`src/rtl/tdm_pkg.sv`:
```
// Shared types and constants for the 1:4 TDM demultiplexer.
package tdm_pkg;

  typedef enum logic [0:0] {
    IDLE    = 1'b0,
    COLLECT = 1'b1
  } tdm_state_t;

  localparam int TDM_SLOTS = 4;
  localparam int TDM_SEL_W = 2;

endpackage

```
`src/rtl/tdm_slot_ctr.sv`:
```
// Slot select counter: clear, load-to-1 (first slot already taken) and increment,
// with a flag marking the final slot of a frame.
module tdm_slot_ctr
  import tdm_pkg::*;
(
  input  logic                 clk,
  input  logic                 reset,
  input  logic                 load1_i,
  input  logic                 inc_i,
  input  logic                 clr_i,
  output logic [TDM_SEL_W-1:0] sel_o,
  output logic                 last_o
);

  logic [TDM_SEL_W-1:0] cnt_q, cnt_d;

  always_comb begin
    cnt_d = cnt_q;
    if (clr_i)        cnt_d = '0;
    else if (load1_i) cnt_d = TDM_SEL_W'(1);
    else if (inc_i)   cnt_d = cnt_q + 1'b1;
  end

  always_ff @(posedge clk) begin
    if (reset) cnt_q <= '0;
    else       cnt_q <= cnt_d;
  end

  assign sel_o  = cnt_q;
  assign last_o = (cnt_q == TDM_SEL_W'(TDM_SLOTS - 1));

endmodule

```
`src/rtl/tdm_demux4.sv`:
```
// Serial-to-4-lane TDM demultiplexer with frame resync and idle timeout.
// Define TDM_DEMUX_FRAME_CHK_EN to add the frame_err strobe output.
module tdm_demux4
  import tdm_pkg::*;
#(
  parameter int FRAME_TIMEOUT = 15
) (
  input  logic                 clk,
  input  logic                 reset,
  input  logic                 in_bit,
  input  logic                 in_valid,
  input  logic                 frame_start,
  output logic [TDM_SLOTS-1:0] out4,
  output logic                 out_valid,
  output logic [TDM_SEL_W-1:0] sel2,
  output logic                 busy
`ifdef TDM_DEMUX_FRAME_CHK_EN
  ,
  output logic                 frame_err
`endif
);

  tdm_state_t             state_q, state_d;
  logic [TDM_SLOTS-2:0]   shadow_q, shadow_d;
  logic [TDM_SLOTS-1:0]   out4_q, out4_d;
  logic                   out_valid_q, out_valid_d;
  logic [7:0]             tcnt_q, tcnt_d;
  logic                   load1, inc, clr, last_slot, timeout_hit;
  logic [TDM_SEL_W-1:0]   sel;

  tdm_slot_ctr u_slot_ctr (
    .clk    (clk),
    .reset  (reset),
    .load1_i(load1),
    .inc_i  (inc),
    .clr_i  (clr),
    .sel_o  (sel),
    .last_o (last_slot)
  );

  // Abort fires on the idle cycle whose count would reach FRAME_TIMEOUT.
  assign timeout_hit = (state_q == COLLECT) && !in_valid &&
                       (tcnt_q == 8'(FRAME_TIMEOUT - 1));

  always_comb begin
    state_d     = state_q;
    shadow_d    = shadow_q;
    out4_d      = out4_q;
    out_valid_d = 1'b0;
    tcnt_d      = tcnt_q;
    load1       = 1'b0;
    inc         = 1'b0;
    clr         = 1'b0;
    case (state_q)
      IDLE: begin
        if (in_valid && frame_start) begin
          shadow_d[0] = in_bit;
          load1       = 1'b1;
          tcnt_d      = '0;
          state_d     = COLLECT;
        end
      end
      COLLECT: begin
        if (in_valid) begin
          tcnt_d = '0;
          if (frame_start) begin
            shadow_d[0] = in_bit;
            load1       = 1'b1;
          end else if (last_slot) begin
            out4_d      = {in_bit, shadow_q};
            out_valid_d = 1'b1;
            clr         = 1'b1;
            state_d     = IDLE;
          end else begin
            shadow_d[sel] = in_bit;
            inc           = 1'b1;
          end
        end else if (timeout_hit) begin
          tcnt_d  = '0;
          clr     = 1'b1;
          state_d = IDLE;
        end else begin
          tcnt_d = tcnt_q + 8'd1;
        end
      end
      default: state_d = IDLE;
    endcase
  end

  always_ff @(posedge clk) begin
    if (reset) begin
      state_q     <= IDLE;
      shadow_q    <= '0;
      out4_q      <= '0;
      out_valid_q <= 1'b0;
      tcnt_q      <= '0;
    end else begin
      state_q     <= state_d;
      shadow_q    <= shadow_d;
      out4_q      <= out4_d;
      out_valid_q <= out_valid_d;
      tcnt_q      <= tcnt_d;
    end
  end

  assign out4      = out4_q;
  assign out_valid = out_valid_q;
  assign sel2      = sel;
  assign busy      = (state_q == COLLECT);

`ifdef TDM_DEMUX_FRAME_CHK_EN
  logic err_q, err_d;

  // Resync, stray bit while idle, or timeout abort.
  always_comb begin
    err_d = timeout_hit ||
            (in_valid && (state_q == IDLE)    && !frame_start) ||
            (in_valid && (state_q == COLLECT) &&  frame_start);
  end

  always_ff @(posedge clk) begin
    if (reset) err_q <= 1'b0;
    else       err_q <= err_d;
  end

  assign frame_err = err_q;
`endif

endmodule

```
`config.mk`:
```
export PLATFORM = sky130hd
export DESIGN_NAME = tdm_demux4
export DESIGN_NICKNAME = d
export VERILOG_FILES = /design/src/rtl/tdm_pkg.sv /design/src/rtl/tdm_slot_ctr.sv /design/src/rtl/tdm_demux4.sv
export SDC_FILE = /design/constraint.sdc
export NUM_CORES = 1
export LEC_CHECK = 0
export ABC_AREA = 0
export BUFFER_PORTS_ARGS = -buffer_cell sky130_fd_sc_hd__buf_2
export CAP_MARGIN = 25
export CORE_MARGIN = 1.5
export CORE_UTILIZATION = 54
export CTS_CLUSTER_DIAMETER = 80
export DETAILED_ROUTE_END_ITERATION = 7
export PLACE_DENSITY = 0.76
export SYNTH_ARGS = -nofsm -noshare
export SYNTH_HDL_FRONTEND = slang
export SYNTH_SLANG_ARGS = --single-unit
```
`constraint.sdc`:
```
create_clock -name clk -period 1.85 [get_ports clk]
set_clock_uncertainty 0.1 [all_clocks]
set_input_delay 0.0925 -clock clk [delete_from_list [all_inputs] [get_ports clk]]
set_output_delay 0.0925 -clock clk [all_outputs]
set_load 0.02 [all_outputs]
```
==> impl_metrics.json, run 1 <==
{
  "cp-end-kind": "register",
  "cts_sinks": 19,
  "ant_nets": 0,
  "core_area_um2": 1541,
  "criticalPathCategory": "reg2reg",
  "fin_crit_sh": 0.9674,
  "synth.top_cells.by_area": "dfxtp_1 (41%), ha_1 (8.2%), a21oi_1 (4.9%), a22o_1 (4.8%), nand3_1 (3.3%)",
  "maxCapViolCount": 0,
  "hold_ws_ns": 0.3652,
  "min_period_ns": 1.790,
  "tritoncts": "yes",
  "power_mw": 0.7007,
  "layout_commonest_cell": "dfxtp_1",
  "yosysTopAreaCell": "dfxtp_1",
  "num_antenna_cells": 0,
  "grt_pass1_wl_um": 3049,
  "clock-root-buffer": "clkbuf_4",
  "p_per_area_nw_per_um2": 664.3,
  "grt_pass1_vias": 701,
  "dp_hpwl_um": 1253,
  "status": "completed",
  "vias_per_cell": 5.911,
  "overflow": 0,
  "worst_pin_slew_ns": 0.5468,
  "synth.cell_area_um2": 918.4,
  "ioPinCount": 13,
  "wl_per_cell_um": 12.90,
  "nFillCells": 125,
  "synth_cell_types": 34,
  "rows": 14,
  "synth_nets": 113,
  "rsz0062_at_grt": "no",
  "start_util": 0.5958,
  "die-area_um2": 1957,
  "die_y_um": 44.24,
  "utilization": 0.6843,
  "nets": 131,
  "yosys_warnings": 0,
  "die-width_um": 44.24,
  "hold_path.class": "reg2reg",
  "finalSetupTns_ns": 0,
  "clock_path_buffers": 2,
  "ir_drop_mv": 0.3992,
  "grt_max_degree": 13,
  "max_clock_freq_ghz": 0.5588,
  "gp_congestion": 0.8269,
  "cp-start-kind": "register",
  "clk_latency_ns": 0.31,
  "wl_um": 1742,
  "drc_errors": 0,
  "drtIter0Drc": 27,
  "required_ns": 1.93,
  "synth_async_sr_flop_share": 0,
  "synth-edff-count": 0,
  "crit_fanout": 6,
  "leakagePower_nw": 0.4263,
  "clk_pin_slew_worst_paths_ns": 0.10,
  "grt_usage": 0.2137,
  "port_buffers": 12,
  "post-place-ws_ns": 0.1252,
  "drive_gt1_frac": 0.1681,
  "synth_seq_cells": 19,
  "layout_common_cells": "dfxtp_1 (19), buf_2 (12), a21oi_1 (9)",
  "cts-buffers-inserted": 3,
  "drt_first_pass_iters": 4,
  "synthCells": 102,
  "area_growth_pct": 14.85,
  "worst_slack_ns": 0.06031,
  "finalMaxSlewViolations": 0,
  "slew_headroom": 0.6321,
  "ys_seq_area_frac": 0.4142,
  "cts_max_level": 1,
  "cp.arrival_ns": 1.87,
  "syn_avg_cell_area_um2": 9.004,
  "yosys.area.top_type_share": 0.4142,
  "via_count": 798,
  "finalHoldViolCount": 0,
  "antenna_found_initial": 0,
  "synth_flop_cell": "dfxtp_1",
  "setup_viol": 0
}
power by group:
group	internal [mW]	leakage [nW]	switching, mW
Combinational	0.0285	0.255	0.0397
Sequential	0.415	0.154	0.00775
Clock	0.0809	0.0177	0.129
Total	0.524	0.426	0.177
what timing repair did:
action	in CTS	in global routing
resized for setup	0	1
endpoints found under the hold margin	7	0
endpoints found under the setup margin	0	1
buffers inserted	0	0
hold buffers	4	0
Yosys cell counts (all sizes together), types with 3 or more instances:
| library cell | instances |
|---|---|
| a211oi | 3 |
| a22o | 5 |
| ha | 6 |
| nor2 | 8 |
| nand3 | 6 |
| inv | 6 |
| dfxtp | 19 |
| o21ai | 5 |
| buf | 3 |
| nand2 | 7 |
| a21oi | 9 |
critical path: stages, from the launching register on:
cell,delay [ns]
dfxtp_1,0.39
nor4_1,0.53
nand3_1,0.13
o21ai_0,0.43
a211oi_1,0.09
logic make-up (layout without fill, tap and decap cells):
group                      after synthesis  in the layout  share of synthesized area
and+or+nand+nor                         34             34                     0.1989
AOI/OAI and AO/OA                       30             30                     0.2221
DFF                                     19             19                     0.4142
buffers and inverters                   10             27                    0.05177
adders and majority gates                6              6                    0.08174
muxes                                    2              2                    0.02180
xor gates and xnor gates                 1              1                   0.009539
cell type report:
class                   count  area [µm²]  area share
clock buffers               3       22.52     0.02135
clock inverters             1       5.005    0.004745
inverters                   6       22.52     0.02135
multi-input cells          73       496.7      0.4709
flip-flops and latches     19       380.4      0.3606
well taps                  16       20.02     0.01898
repair buffers             17       107.6      0.1020
final timing paths:
check / start / to / slack (ns) / depth (start not counted)
worst max-delay path: tcnt_q[4] / u_slot_ctr.sel_o[1] / 0.06 / 4
worst min-delay path: shadow_q[1] / shadow_q[1] / 0.37 / 2
worst max register to register: tcnt_q[4] / u_slot_ctr.sel_o[1] / 0.06 / 4
worst min register to register: shadow_q[1] / shadow_q[1] / 0.37 / 2
state kept, by name (all words and copies together) (netlist names):
name / count
shadow_q: 3
busy: 1
tcnt_q: 8
out4: 4
out_valid: 1
u_slot_ctr.sel_o: 2
metrics by stage:
step | cell area (µm²) | cells
floorplan | 918.4 | 102
global placement | 980.9 | 127
detailed placement | 980.9 | 127
CTS | 1049 | 135
global route | 1055 | 135
finish | 1055 | 135
per-layer routing:
metal	part of all wire	GRT usage
met1	0.52	0.3046
met2	0.41	0.3000
met3	0.053	0.06122
met4	0.014	0.09091
met5	0	0
(Power assumes the default switching activity.)
==> run 2: changes to the inputs <==
CORE_ASPECT_RATIO = 1.2   (was not set)
CTS_BUF_LIST = sky130_fd_sc_hd__clkbuf_16   (was not set)
==> impl_metrics.json, run 2 (synthesis gave the netlist of run 1 again) <==
{
  "hold_path.class": "in2reg",
  "fin_crit_sh": 0.9264,
  "drtIter0Drc": 13,
  "whs_path_depth": 2,
  "comb_power_share": 0.069,
  "maxCapViolCount": 0,
  "overflow": 0,
  "dp_hpwl_um": 1285,
  "criticalPathCategory": "reg2reg",
  "worst_pin_slew_ns": 0.6260,
  "intPower_mw": 0.7273,
  "finalMaxSlewViolations": 0,
  "status": "completed",
  "clock_path_buffers": 2,
  "switching_share": 0.2100,
  "max_clock_freq_ghz": 0.5835,
  "layout_common_cells": "dfxtp_1 (19), buf_2 (12), a21oi_1 (9)",
  "port_buffers": 12,
  "nets": 128,
  "area_growth_pct": 16.49,
  "top_register": "tcnt_q",
  "gp_congestion": 0.7568,
  "drt_first_pass_iters": 4,
  "grt_usage": 0.2185,
  "nFillCells": 143,
  "rsz0062_at_grt": "no",
  "wl_per_cell_um": 13.51,
  "cp-end-kind": "register",
  "min_period_ns": 1.714,
  "finalHoldViolCount": 0,
  "crit_end": "tcnt_q[1]",
  "die-area_um2": 1958,
  "reg2reg_from": "tcnt_q[4]",
  "required_ns": 1.89,
  "die_y_um": 48.18,
  "crit_fanout": 6,
  "seqPwrFrac": 0.460,
  "drive_gt1_frac": 0.1638,
  "cts_setup_buffers": 0,
  "crit_start": "tcnt_q[4]",
  "ir_drop_mv": 0.5261,
  "via_count": 776,
  "vias_per_cell": 5.791,
  "core_area_um2": 1622,
  "power_mw": 0.9207,
  "regToRegSetupSlack_ns": 0.14,
  "p_per_area_nw_per_um2": 860.7,
  "p_sw_mw": 0.1934,
  "slew_headroom": 0.5788,
  "start_util": 0.5664,
  "ant_nets": 0,
  "tritoncts": "yes",
  "cts-buffers-inserted": 3,
  "worstHoldStart": "frame_start",
  "p_clk_frac": 0.471,
  "reg2reg_to": "tcnt_q[1]",
  "rows": 16,
  "largest_reg_flops": 8,
  "cts_max_level": 1,
  "die-width_um": 40.65,
  "cts_sinks": 19,
  "leakagePower_nw": 0.4383,
  "drc_errors": 0,
  "setup_viol": 0,
  "cts_resized": 0,
  "antenna_found_initial": 0,
  "r2r_cells": 4,
  "clk_pin_slew_worst_paths_ns": 0.05,
  "layout_commonest_cell": "dfxtp_1",
  "utilization": 0.6597,
  "grt_pass1_wl_um": 2808,
  "cts-hold-fix-buffers": 0,
  "finalSetupTns_ns": 0,
  "num_antenna_cells": 0,
  "cp.arrival_ns": 1.75,
  "ioPinCount": 13,
  "clk_latency_ns": 0.25,
  "grt_pass1_vias": 654,
  "wl_um": 1810,
  "cp-start-kind": "register",
  "grt_max_degree": 13,
  "clock-root-buffer": "clkbuf_16"
}
run 2: power by group through the flow:
stage	Combinational (mW)	Sequential [mW]	Clock, mW
floorplan	0.0378	0.435	0
global placement	0.0619	0.432	0
detailed placement	0.0626	0.432	0
CTS	0.0634	0.423	0.439
global route	0.0712	0.424	0.451
finish	0.0634	0.423	0.434
run 2: worst min path at each step:
stage,endpoint,slack [ns]
4_1_cts,u_slot_ctr.sel_o[1],0.01
3_5_place_dp,u_slot_ctr.sel_o[1],0.27
3_3_place_gp,out4[3],0.25
2_1_floorplan,u_slot_ctr.sel_o[1],0.09
6_report,u_slot_ctr.sel_o[1],0.02
5_1_grt,u_slot_ctr.sel_o[1],0.03
run 2: layout make-up:
class	count	area (µm²)	area share
clock buffer	3	75.07	0.07018
clock inverter	1	3.754	0.003509
inverter	6	22.52	0.02105
multi-input combinational	73	490.5	0.4585
sequential	19	380.4	0.3556
tap	18	22.52	0.02105
timing repair buffer	14	75.07	0.07018
run 2: through the flow:
stage / hold slack (ns) / worst slack [ns] / std cells / cell area (µm²)
2_1_floorplan: 0.08814 / 0.2656 / 102 / 918.4
3_3_place_gp: 0.2545 / 0.2373 / 130 / 991.0
3_5_place_dp: 0.2750 / 0.1986 / 130 / 991.0
4_1_cts: 0.01325 / 0.1662 / 134 / 1070
5_1_grt: 0.03039 / 0.03901 / 134 / 1070
6_report: 0.01525 / 0.1361 / 134 / 1070
run 2: critical path, cell delays in order (launching register included):
cell and delay [ns]:
dfxtp_1 0.36, nor4_1 0.59, a31oi_1 0.29, a22oi_1 0.21
nor2_1 0.05
run 2: routing by layer:
metal / up-vias / global-route usage / part of all wire
met1: 358 / 0.2648 / 0.47
met3: 4 / 0.05479 / 0.028
met4: 0 / 0.1000 / 0.014
met2: 15 / 0.3587 / 0.49
li1: 399 / - / -
met5: - / 0 / 0
